<file path="src/rtl/spu_pipe_pkg.sv">
// Shared pipeline definitions for the SPU dual-issue front end: control FSM
// states, default load latency and register-compare helper.
package spu_pipe_pkg;

  localparam int unsigned REG_W        = 7;
  localparam int unsigned LOAD_LAT_DEF = 2;

  typedef enum logic [1:0] {
    ST_RUN   = 2'd0,
    ST_SPLIT = 2'd1,
    ST_STALL = 2'd2
  } ctrl_state_e;

  function automatic logic src_hit(input logic [REG_W-1:0] dst,
                                   input logic [REG_W-1:0] ra,
                                   input logic [REG_W-1:0] rb);
    return (dst == ra) || (dst == rb);
  endfunction

endpackage

</file>
<file path="src/rtl/reg_hazard_cmp.sv">
// Compares one REG-stage source pair against both EX-stage load destinations.
module reg_hazard_cmp
  import spu_pipe_pkg::*;
(
  input  logic             ex1_load,
  input  logic [REG_W-1:0] ex1_dst,
  input  logic             ex2_load,
  input  logic [REG_W-1:0] ex2_dst,
  input  logic [REG_W-1:0] src_ra,
  input  logic [REG_W-1:0] src_rb,
  output logic             hit
);

  assign hit = (ex1_load & src_hit(ex1_dst, src_ra, src_rb)) |
               (ex2_load & src_hit(ex2_dst, src_ra, src_rb));

endmodule

</file>
<file path="src/rtl/dual_issue_ctrl.sv">
// Dual-issue REG->EX control: load-use bubbles, in-pair conflict splitting,
// branch flush. Outputs are decided combinationally in the current cycle.
module dual_issue_ctrl
  import spu_pipe_pkg::*;
#(
  parameter int unsigned LOAD_LAT = LOAD_LAT_DEF
) (
  input  logic             clk,
  input  logic             reset,
  input  logic             valid_REG1,
  input  logic             valid_REG2,
  input  logic             regWriteEnable_REG1,
  input  logic             regWriteEnable_REG2,
  input  logic             memRead_REG1,
  input  logic             memRead_REG2,
  input  logic             memWrite_REG1,
  input  logic             memWrite_REG2,
  input  logic [REG_W-1:0] writeRegister_REG1,
  input  logic [REG_W-1:0] writeRegister_REG2,
  input  logic [REG_W-1:0] readRegisterRA_REG1,
  input  logic [REG_W-1:0] readRegisterRA_REG2,
  input  logic [REG_W-1:0] readRegisterRB_REG1,
  input  logic [REG_W-1:0] readRegisterRB_REG2,
  input  logic             memRead_EX1,
  input  logic             memRead_EX2,
  input  logic             regWriteEnable_EX1,
  input  logic             regWriteEnable_EX2,
  input  logic [REG_W-1:0] writeRegister_EX1,
  input  logic [REG_W-1:0] writeRegister_EX2,
  input  logic             flush_EX,
  output logic             issue_EX1,
  output logic             issue_EX2,
  output logic             hold_REG,
  output logic [1:0]       ctrl_state
);

  localparam logic [2:0] STALL_CNT = 3'(LOAD_LAT - 1);
  localparam logic       MULTI_LAT = (LOAD_LAT > 1);

  ctrl_state_e state_q, state_d;
  logic [2:0]  cnt_q, cnt_d;
  logic        pend2_q, pend2_d;
  logic        issue1_s, issue2_s, hold_s;
  logic        ex1_load_s, ex2_load_s, hit1_s, hit2_s;
  logic        haz1_s, haz2_s, pair_conflict_s;

  assign ex1_load_s = memRead_EX1 & regWriteEnable_EX1;
  assign ex2_load_s = memRead_EX2 & regWriteEnable_EX2;

  reg_hazard_cmp u_cmp1 (
    .ex1_load (ex1_load_s), .ex1_dst (writeRegister_EX1),
    .ex2_load (ex2_load_s), .ex2_dst (writeRegister_EX2),
    .src_ra   (readRegisterRA_REG1), .src_rb (readRegisterRB_REG1),
    .hit      (hit1_s)
  );

  reg_hazard_cmp u_cmp2 (
    .ex1_load (ex1_load_s), .ex1_dst (writeRegister_EX1),
    .ex2_load (ex2_load_s), .ex2_dst (writeRegister_EX2),
    .src_ra   (readRegisterRA_REG2), .src_rb (readRegisterRB_REG2),
    .hit      (hit2_s)
  );

  assign haz1_s = valid_REG1 & hit1_s;
  assign haz2_s = valid_REG2 & hit2_s;

  // Slot 2 cannot issue alongside slot 1 if it depends on it or contends for memory.
  assign pair_conflict_s = valid_REG1 & valid_REG2 &
      ((regWriteEnable_REG1 &
        src_hit(writeRegister_REG1, readRegisterRA_REG2, readRegisterRB_REG2)) |
       (regWriteEnable_REG1 & regWriteEnable_REG2 &
        (writeRegister_REG1 == writeRegister_REG2)) |
       ((memRead_REG1 | memWrite_REG1) & (memRead_REG2 | memWrite_REG2)));

  always_ff @(posedge clk or negedge reset) begin
    if (!reset) begin
      state_q <= ST_RUN;
      cnt_q   <= 3'd0;
      pend2_q <= 1'b0;
    end else begin
      state_q <= state_d;
      cnt_q   <= cnt_d;
      pend2_q <= pend2_d;
    end
  end

  always_comb begin
    state_d  = state_q;
    cnt_d    = cnt_q;
    pend2_d  = pend2_q;
    issue1_s = 1'b0;
    issue2_s = 1'b0;
    hold_s   = 1'b0;
    if (flush_EX) begin
      state_d = ST_RUN;
      cnt_d   = 3'd0;
      pend2_d = 1'b0;
    end else begin
      case (state_q)
        ST_RUN: begin
          if (haz1_s | haz2_s) begin
            hold_s  = 1'b1;
            pend2_d = 1'b0;
            if (MULTI_LAT) begin
              state_d = ST_STALL;
              cnt_d   = STALL_CNT;
            end else begin
              state_d = ST_RUN;
            end
          end else if (pair_conflict_s) begin
            issue1_s = 1'b1;
            hold_s   = 1'b1;
            state_d  = ST_SPLIT;
          end else begin
            issue1_s = valid_REG1;
            issue2_s = valid_REG2;
          end
        end
        ST_SPLIT: begin
          if (haz2_s) begin
            hold_s  = 1'b1;
            pend2_d = 1'b1;
            if (MULTI_LAT) begin
              state_d = ST_STALL;
              cnt_d   = STALL_CNT;
            end else begin
              state_d = ST_SPLIT;
            end
          end else begin
            issue2_s = valid_REG2;
            pend2_d  = 1'b0;
            state_d  = ST_RUN;
          end
        end
        ST_STALL: begin
          hold_s = 1'b1;
          // A zero count is unreachable; treating it as the last bubble keeps the FSM from wrapping.
          if (cnt_q <= 3'd1) begin
            cnt_d   = 3'd0;
            pend2_d = 1'b0;
            state_d = pend2_q ? ST_SPLIT : ST_RUN;
          end else begin
            cnt_d = cnt_q - 3'd1;
          end
        end
        default: begin
          state_d = ST_RUN;
          cnt_d   = 3'd0;
          pend2_d = 1'b0;
        end
      endcase
    end
  end

  assign issue_EX1  = reset & issue1_s;
  assign issue_EX2  = reset & issue2_s;
  assign hold_REG   = reset & hold_s;
  assign ctrl_state = state_q;

endmodule

</file>
<file path="config.mk">
export PLATFORM = sky130hd
export DESIGN_NAME = dual_issue_ctrl
export DESIGN_NICKNAME = d
export VERILOG_FILES = /design/src/rtl/spu_pipe_pkg.sv /design/src/rtl/reg_hazard_cmp.sv /design/src/rtl/dual_issue_ctrl.sv
export SDC_FILE = /design/constraint.sdc
export NUM_CORES = 1
export LEC_CHECK = 0
export ABC_CLOCK_PERIOD_IN_PS = 1800
export BUFFER_PORTS_ARGS = -buffer_cell sky130_fd_sc_hd__buf_2
export CAP_MARGIN = 20
export CORE_AREA = 2 2 61 63
export CTS_CLUSTER_DIAMETER = 100
export DETAILED_ROUTE_END_ITERATION = 6
export DIE_AREA = 0 0 63 65
export GPL_TIMING_DRIVEN = 0
export PLACE_DENSITY = 0.74
export SKIP_CTS_REPAIR_TIMING = 1
export SLEW_MARGIN = 10
export SYNTH_ARGS = -nofsm -noshare
export SYNTH_HDL_FRONTEND = slang
export SYNTH_SLANG_ARGS = --single-unit
export TNS_END_PERCENT = 1
</file>
<file path="constraint.sdc">
create_clock -name clk -period 1.8 [get_ports clk]
set_input_delay 0.36 -clock clk [delete_from_list [all_inputs] [get_ports clk]]
set_output_delay 0.36 -clock clk [all_outputs]
set_load 0.02 [all_outputs]
</file>
==> results.md <==
STA:
- Derived from the worst setup path, the maximum achievable clock frequency is roughly 430 MHz.
- Dividing the final minimum period by the clock period gives 128%.
- At the pin with the least slew margin, the transition time is ~520 ps.
- Setup slack on the critical path of the routed design comes to -509 ps.
- Setup violations remaining at the end of the flow were counted as 4.
- The maximum clock skew at final layout is between 5 and 6 ps.
- Setup repair after global routing could not meet its margin everywhere.
- The count of pins over their slew limit is 0.
- The clock period minus worst slack is approximately 2300 ps.
- Measured against its own limit, the worst slew margin works out to between 60% and 70%.
- The final-layout worst hold slack is 493 ps.
- The hold violation count in the final report was 0.

Finish:
- The diode insertion count for antenna repair is 0.
- Of the cells placed in the final design, the portion with a size suffix greater than 1 is 41.4%.
- The layout overhead on the synthesized area is 52.5%.
- With fillers left out, the area of the finished cells amounts to 2010 um^2.
- The number of nets in the layout is between 300 and 400.
- The count of cells in the finished layout, fillers not included, comes to 292.

Pwr:
- The share of total power in combinational logic is roughly 60%.
- The reported leakage power is ~0.9 nW.
- Across the VDD grid, the largest voltage drop is approximately 0.25 mV.
- The switching share of total power is 37.6%.
- The sequential fraction of design power is roughly a fifth.
- The net load switching power is between 0.0002 and 0.00025 W.
- The internal power of the cells totals 0.000406 W.
- The overall power after layout is 0.000650 W.
- The clock share of power is 18.8%.
- For this design the ratio of total power to cell area is 324 nW/um^2.

Synthesis:
- The fraction of synthesis flops using an asynchronous set or reset pin is between 90% and 100%.
- The portion of synthesized area spent on multiplexers is 0%.
- By area the synthesized netlist is led by sky130_fd_sc_hd__xor2_1, sky130_fd_sc_hd__xnor2_1, sky130_fd_sc_hd__dfrtp_1.
- The synthesized design spends more area on one cell type than any other, namely sky130_fd_sc_hd__xor2_1.
- The portion of synthesized cell area occupied by the leading cell type is between 30% and 40%.
- The synthesized netlist devotes between 50% and 60% of its cell area to XOR and XNOR gates.
- The commonest cells after synthesis are sky130_fd_sc_hd__xor2_1, sky130_fd_sc_hd__xnor2_1, sky130_fd_sc_hd__nor3_1, sky130_fd_sc_hd__nand3_1, sky130_fd_sc_hd__nor4_1.
- The synthesis-stage register bit count is 6.
- Of the total synthesized cell area, the portion taken by AND, OR, NAND and NOR gates is 19.0%.
- The number of unique standard cell types used by synthesis is 29.
- The number of instances in the synthesized netlist is about 160.
- In the synthesized netlist the dominant register cell turns out to be sky130_fd_sc_hd__dfrtp_1.
- The sequential fraction of the synthesis area is 11.4%.
- The synthesized netlist net count is roughly 240.
- Summing the areas of all compound-gate instances in the mapped netlist gives around 14% of the synthesized area.
- Averaged over all synthesized cells, the footprint is 8.03 um^2.
- The area share of fa/ha/maj cells after synthesis is 1.90%.
- In this run, synthesis inferred 0 flip-flops with an integrated enable.
- The cell area after synthesis is about 1300 um^2.
- For this run, the number of Yosys warnings is 0.
- sky130_fd_sc_hd__xor2_1 is the most common cell in the netlist.
- The largest family of logic cells by synthesized area is XOR/XNOR gates.

Detailed routing:
- After the first detailed-routing iteration, the DRC count stood at 49.
- The detailed-router iteration count before antenna repair is 4.
- The sum of routed wire length over all layers is between 4 and 5 mm.
- The average wire per cell in the routed design is between 10 and 15 um.
- After detailed routing, the number of vias per cell comes to slightly above 5.
- The final routed DRC violation total is 0.
- The overall via count from detail_route is 1,480.
- The number of routed nets with antenna violations is 0.

Hold path:
- In this run the worst hold path is classified as input port to register.

Clocking:
- The clock tree root buffer cell is sky130_fd_sc_hd__clkbuf_4.
- The maximum level of the CTS H-tree is 1.
- The longest clock path from root to sink contains 2 buffers.
- The tree built by TritonCTS fans out to 6 sinks.
- After clock tree synthesis, the clock-pin slew on the worst setup and hold paths is 50 ps.
- The number of clock buffers added by TritonCTS is 3.
- The clock insertion delay at the later pin of the skew report is about 240 ps.
- TritonCTS built the clock tree.

Setup path:
- The signal on the critical path passes through clkbuf_4 -> xor2_1 -> nor4_2 -> a22oi_2 -> o22ai_2 -> or4_4 -> a21oi_2 -> buf_4.
- The highest-delay cell along the critical path is sky130_fd_sc_hd__or4_4.
- The data arrival time at the worst-slack endpoint is just under 2000 ps.
- Across all register-to-register paths, the minimum setup slack is 60 ps.
- By startpoint and endpoint, the worst setup path is classified as input port to primary output.
- The kind of end point of the critical path is a primary output.
- The cell family contributing the most delay on the critical path is simple AND/OR/NAND/NOR gates.
- Counting both buffers and inverters, the worst setup path holds a total of 2.
- For the worst setup path, the data required time is 1440 ps.
- The highest cell delay on the worst timing path is 560 ps.
- STA classifies the critical path startpoint as an input port.
- Along the worst path, the maximum fanout reaches 4.

Placed design:
- Detailed placement finished with a half-perimeter wire length of about 3.2 mm.
- The area of placed instances is about 1800 um^2.
- At the placement stage, the worst setup path has a slack of -588 ps.
- The count of buffers from port buffering is between 70 and 80.
- The number of placed instances, taps included, is 286.
- The global placement routability congestion is 0.831.

Global routing:
- Global routing finished with a remaining overflow of 0.
- The via count of the first global-routing pass was between 1,000 and 1,500.
- Global routing used 18.1% of the available tracks.
- The initial antenna violation count is 0.
- The first global-routing pass estimated 6.05 mm of wire.
- The maximum number of pins on one net before global-route repair is 11.

Die:
- The die is roughly 63 um wide.
- Once the floorplan was initialized, standard cells occupied 37.7% of the core.
- The floorplan step defined a die boundary enclosing roughly 4100 um^2.
- The die boundary height is 65 um.
- The floorplan row count is 22.
- Pin placement for this block handled 76 I/O pins.
- The floorplan step defined a core boundary enclosing 3500 um^2.

Status:
- The final reports fail on setup timing.
- The run finished, with violations left.

Job:
- The max-capacitance violation count is 0.
[cells by family after synthesis]
family | Yosys count
AND/OR/NAND/NOR | 47
flip-flops | 6
XOR/XNOR | 78
buffers and inverters | 6
AO/OA/AOI/OAI | 25
adder cells (fa/ha/maj) | 2
[worst paths after layout]
path,start,end,cells past startpoint
worst max-delay path,writeRegister_EX1[3],issue_EX2,8
worst min-delay path,valid_REG1,ctrl_state[0]$_DFFE_PN0P_,3
worst max register to register,cnt_q[1]$_DFFE_PN0P_,ctrl_state[0]$_DFFE_PN0P_,6
worst min register to register,cnt_q[1]$_DFFE_PN0P_,cnt_q[1]$_DFFE_PN0P_,1
max in group asynchronous,reset,ctrl_state[1]$_DFFE_PN0P_,2
min in group asynchronous,reset,ctrl_state[0]$_DFFE_PN0P_,2
[per-stage QoR]
step | utilization (%) | TNS, ps
6_report | 57.4 | -1480
5_1_grt | 57.4 | -1740
4_1_cts | 51.0 | -1950
3_5_place_dp | 50.4 | -3000
3_3_place_gp | 50.4 | -2990
2_1_floorplan | - | -607
[cell usage in the layout (no fill, tap or decap), drive strengths merged, types with 4 or more instances in the layout]
master	instances
xor2	58
clkbuf	10
nand3	9
inv	5
a22oi	4
nor4	8
nor3	11
xnor2	20
buf	70
nor2	5
nand2	6
dfrtp	6
o22ai	5
[power by group through the flow]
stage | Sequential [W] | Combinational, W | Clock [W]
floorplan | 0.000141 | 0.000168 | 0
global placement | 0.000141 | 0.000334 | 0
detailed placement | 0.000141 | 0.000339 | 0
CTS | 0.000138 | 0.000341 | 0.000125
global route | 0.000138 | 0.000424 | 0.000142
finish | 0.000139 | 0.000390 | 0.000122
[routing by layer]
| layer | up-vias | global-route usage, % | wire (um) |
|---|---|---|---|
| met1 | 687 | 24.1 | 1780 |
| met5 | - | 0 | 0 |
| li1 | 741 | - | - |
| met3 | 0 | 3.65 | 220 |
| met4 | 0 | 1.39 | 0 |
| met2 | 52 | 31.4 | 2070 |
[worst reg2reg max path, cell delays in order, from the launching register on]
cell and delay [ps]:
sky130_fd_sc_hd__dfrtp_1 370, sky130_fd_sc_hd__inv_1 100, sky130_fd_sc_hd__ha_1 160, sky130_fd_sc_hd__a21oi_1 50
sky130_fd_sc_hd__o21ai_1 360, sky130_fd_sc_hd__or3b_2 530, sky130_fd_sc_hd__o31ai_4 70
[sequential cells by signal, indices dropped and copies added (netlist names)]
name        cells
cnt_q           3
ctrl_state      2
pend2_q         1
[cell type report]
class / instances / area [um^2]
Fill cell: 332 / 1490
Multi-Input combinational cell: 152 / 1260
Timing Repair Buffer: 77 / 495
Sequential cell: 6 / 150
Tap cell: 48 / 60.1
Clock buffer: 3 / 22.5
Inverter: 5 / 18.8
Buffer: 1 / 3.75
(Power assumes the default switching activity.)
